<file path="src/rtl/branch_decode.sv">
// LEGv8 branch decoder: registers B/CBZ/CBNZ decode with a valid/ready output and shadow-flush FSM.
// Optional delivered-branch statistics counter is built when BRANCH_DECODE_STATS_EN is defined.
module branch_decode #(
  parameter int BITSIZE     = 64,
  parameter int FLUSH_DEPTH = 1
) (
  input  logic               clk,
  input  logic               rst,
  input  logic [31:0]        instr,
  input  logic               instr_valid,
  output logic               instr_ready,
  input  logic               taken,
  output logic [BITSIZE-1:0] shiftleft2,
  output logic               branch,
  output logic               uncondbranch,
  output logic               zinvert,
  output logic               out_valid,
  input  logic               out_ready,
  output logic [15:0]        branch_count
);

  typedef enum logic {
    RUN   = 1'b0,
    FLUSH = 1'b1
  } state_t;

  localparam logic [2:0] DEPTH = 3'(FLUSH_DEPTH);

  state_t             state;
  state_t             state_next;
  logic [2:0]         cnt;
  logic [2:0]         cnt_next;
  logic               accept;
  logic               issue;
  logic               dec_b;
  logic               dec_cb;
  logic [BITSIZE-1:0] dec_off;

  // Shadow instructions are always drained while flushing, regardless of the output stage.
  assign instr_ready = (state == FLUSH) || !out_valid || out_ready;
  assign accept      = instr_valid && instr_ready;
  assign issue       = accept && (state == RUN) && !taken;

  always_comb begin
    // NOTE: every signal gets a default first so no path through the block infers a latch.
    dec_b   = (instr[31:26] == 6'b000101);
    dec_cb  = (instr[31:25] == 7'b1011010);
    dec_off = '0;
    if (dec_b) begin
      dec_off = {{(BITSIZE-26){instr[25]}}, instr[25:0]} << 2;
    end else if (dec_cb) begin
      dec_off = {{(BITSIZE-19){instr[23]}}, instr[23:5]} << 2;
    end
  end

  always_comb begin
    state_next = state;
    cnt_next   = cnt;
    if (taken) begin
      state_next = FLUSH;
      cnt_next   = DEPTH;
    end else begin
      case (state)
        RUN: begin
          if (issue && dec_b) begin
            state_next = FLUSH;
            cnt_next   = DEPTH;
          end
        end
        FLUSH: begin
          if (accept) begin
            cnt_next = cnt - 3'd1;
            if (cnt_next == 3'd0) state_next = RUN;
          end
        end
        default: begin
          state_next = RUN;
          cnt_next   = 3'd0;
        end
      endcase
    end
  end

  // NOTE: sequential state uses non-blocking assignments so every register samples pre-edge values.
  always_ff @(posedge clk or negedge rst) begin
    if (!rst) begin
      state <= RUN;
      cnt   <= 3'd0;
    end else begin
      state <= state_next;
      cnt   <= cnt_next;
    end
  end

  // A redirect kills whatever sits in the output stage; otherwise it holds until consumed.
  always_ff @(posedge clk or negedge rst) begin
    if (!rst) begin
      out_valid    <= 1'b0;
      branch       <= 1'b0;
      uncondbranch <= 1'b0;
      zinvert      <= 1'b0;
      shiftleft2   <= '0;
    end else if (taken) begin
      out_valid <= 1'b0;
    end else if (issue) begin
      out_valid    <= 1'b1;
      branch       <= dec_cb;
      uncondbranch <= dec_b;
      zinvert      <= dec_cb && instr[24];
      shiftleft2   <= dec_off;
    end else if (out_ready) begin
      out_valid <= 1'b0;
    end
  end

`ifdef BRANCH_DECODE_STATS_EN
  logic [15:0] count_q;

  always_ff @(posedge clk or negedge rst) begin
    if (!rst) begin
      count_q <= 16'd0;
    end else if (out_valid && out_ready && (branch || uncondbranch) && (count_q != 16'hFFFF)) begin
      count_q <= count_q + 16'd1;
    end
  end

  assign branch_count = count_q;
`else
  assign branch_count = 16'd0;
`endif

endmodule

</file>
<file path="config.mk">
export PLATFORM = sky130hd
export DESIGN_NAME = branch_decode
export DESIGN_NICKNAME = d
export VERILOG_FILES = /design/src/rtl/branch_decode.sv
export SDC_FILE = /design/constraint.sdc
export NUM_CORES = 1
export LEC_CHECK = 0
export ABC_CLOCK_PERIOD_IN_PS = 2300
export BUFFER_PORTS_ARGS = -buffer_cell sky130_fd_sc_hd__buf_4
export CAP_MARGIN = 30
export CORE_MARGIN = 2
export CORE_UTILIZATION = 41
export DETAILED_ROUTE_END_ITERATION = 7
export PLACE_DENSITY = 0.75
export SYNTH_ARGS = -nofsm -noshare
export SYNTH_HDL_FRONTEND = slang
export SYNTH_SLANG_ARGS = --single-unit
</file>
<file path="constraint.sdc">
create_clock -name clk -period 2.3 [get_ports clk]
set_input_delay 0.46 -clock clk [delete_from_list [all_inputs] [get_ports clk]]
set_output_delay 0.46 -clock clk [all_outputs]
set_load 0.02 [all_outputs]
</file>
==> impl_results.md <==
* GR Util All Layers at 18.0%
* Placer Congestion at 0.754
* Final-report hold violation count at 0
* Synth Instances at 224
* Sequential fraction of the synthesis area at 39.6%
* Pins Over Slew Limit at 0
* Number of max-cap violations at 0
* Clk_skew at 0.00466 ns
* Final period demand of the worst path at 1.90 ns
* Die height at 76.4 µm
* RSZ-0062 raised after global routing: false
* Most common cell in the netlist: buf_4
* Initial antenna violation count at 0
* WP data arrival at 2.09 ns
* Total CTS buffers at 5
* P per Cell Area at 529 nW/µm²
* CP required at 2.49 ns
* Post-CTS setup repair buffer count at 0
* Fmax at 0.526 GHz
* Hold Path Class: input pin to asynchronous set/reset pin
* Ports at 122
* Final total power at 1.44 mW
* #FFs+latches synth at 34
* Status: finished clean
* Pleak at 1.33 nW
* N_diodes at 0
* Startpoint types: register
* H-tree depth at 2
* Top_reg_cell synth: dfrtp_1
* Async SR Flop Fraction at 100%
* GR Overflow Total at 0
* DRT Pass-1 Iters at 4
* CTS-repair resized insts at 0
* Total negative slack at 0 ns
* Initial DRC Count at 138
* Unique masters post-synth at 35
* Crit-path slowest cell: dfrtp_1
* Largest cells by area after synthesis: dfrtp_1 40%, buf_4 19%, o31ai_1 9.4%
* P&R area growth vs syn at 26.5%
* CTS sink cnt at 34
* Period Utilization, post-route at 82.6%
* Critical Path Fanout Max at 18
* Port Buffers at 103
* Setup-failing EPs final at 0
* Vias in the first global route at 1736
* Crit Path Class: register to register
* Root cell of the clock tree: clkbuf_8
* Global-route wire length before repair at 8560 µm
* Die X at 76.4 µm
* Fillers at 471
* Starting Density at 42.4%
* DRC at 0
* Routed vias at 1885
* Wire per inst at 15.5 µm
* Worst setup EP type: register
* Clk buf depth at 2
* Share of the synthesized area in the top cell type at 39.6%
* Largest net degree at the start of global routing at 37
* CTS tree: built
* Mean post-synth cell area at 9.60 µm²
* Worst ir drop on vdd at 424 µV
* Core Box Area at 5070 µm²
* Reg clk slew, reported paths at 0.07 ns
* Final ANT Viol Nets at 0
* Post-Route WL at 5500 µm
* EDFF count, synth at 0
* Rows at 26
* Post-Syn Area at 2150 µm²
* Final nets at 323
* Area leader, netlist: dfrtp_1
* Share of post-route cells with drive strength above 1 at 42.5%
* Max stage delay on crit path at 0.46 ns
* Total die area at 5840 µm²
* Hpwl dp at 3890 µm
* Post-cts hold buffer count at 0
* Clock Latency Late Sink at 0.29 ns
* Commonest cells in the synthesized netlist: 55 x buf_4, 34 x dfrtp_1, 27 x o21ai_0, 27 x o31ai_1, 18 x a32oi_1
* Cells along the critical path: or3b_1 -> or2_1 -> buf_4 -> o31ai_1
* DR vias/cell at 5.31
* Syn. warnings at 0
cells by family (layout without fill, tap and decap cells):
kind of cell               after synthesis  after routing  synth area share [%]
buffers and inverters                   78            122                  24.0
adders and majority gates                2              2                  1.16
muxes                                    1              1                 0.466
AOI/OAI and AO/OA                       90             90                  28.6
other                                    1             18                 0.174
DFF                                     34             34                  39.6
and+or+nand+nor                         17             17                  5.53
xor gates and xnor gates                 1              1                 0.408
area by class of cell:
| type | instances | area [µm²] | share of cell area [%] |
|---|---|---|---|
| multi-input cells | 129 | 848 | 31.2 |
| clock buffers | 7 | 86.3 | 3.18 |
| clock inverters | 1 | 5.00 | 0.184 |
| repair buffers | 110 | 826 | 30.4 |
| inverters | 4 | 15.0 | 0.552 |
| flip-flops and latches | 34 | 851 | 31.3 |
| well taps | 70 | 87.6 | 3.22 |
worst max-delay path: cells and delay by family, from the launching register on:
family	cells	cell delay, ns
AND/OR/NAND/NOR	2	0.80
flip-flops	1	0.46
buffers and inverters	1	0.28
AO/OA/AOI/OAI	1	0.26
layer usage:
metal  vias up  GRT usage [%]  share of wire, %
met2       118           30.8                49
li1        882              -                 -
met5         -              0                 0
met3         5           5.33               9.9
met4         0           6.00              0.93
met1       880           21.7                40
cell usage in the layout, fill, tap and decap left out, types with 2 or more instances in the layout:
master and count:
inv_1 4, ha_1 2, conb_1 18, o21ai_0 27, or2_2 2, o31ai_1 27, a21oi_1 9, nand3b_1 3
buf_4 110, a32oi_1 18, clkbuf_8 6, a21o_1 2, dfrtp_1 34
registers in the layout, indices dropped and copies added (netlist names):
signal and count:
shiftleft2 26, zinvert 1, branch 1, out_valid 1
cnt 3, uncondbranch 1, state 1
power breakdown:
group / internal [mW] / leakage, nW / switching [mW] / total (mW)
combinational: 0.133 / 0.812 / 0.201 / 0.334
sequential: 0.622 / 0.466 / 0.0200 / 0.642
clock: 0.242 / 0.0482 / 0.221 / 0.463
through the flow:
stage | cell area [µm²] | cells | worst slack, ns | utilization [%] | hold slack (ns)
CTS | 2720 | 355 | 0.404 | 53.6 | 0.127
detailed placement | 2630 | 347 | 0.319 | 51.8 | 0.434
finish | 2720 | 355 | 0.400 | 53.6 | 0.114
global route | 2720 | 355 | 0.307 | 53.6 | 0.144
global placement | 2630 | 347 | 0.392 | 51.8 | 0.430
floorplan | 2210 | 241 | 0.423 | - | 0.164
path summary, 6_finish.rpt:
check	cells after the start	endpoint	slack (ns)	startpoint
max in group asynchronous	1	shiftleft2[19]$_DFFE_PN0P_	1.88	rst
min	1	shiftleft2[9]$_DFFE_PN0P_	0.11	rst
max reg2reg	4	shiftleft2[19]$_DFFE_PN0P_	0.40	state$_DFF_PN0_
min reg2reg	1	branch$_DFFE_PN0P_	0.50	branch$_DFFE_PN0P_
max	4	shiftleft2[19]$_DFFE_PN0P_	0.40	state$_DFF_PN0_
min in group clk	2	cnt[2]$_DFFE_PN0P_	0.37	taken
(Power assumes the default switching activity.)
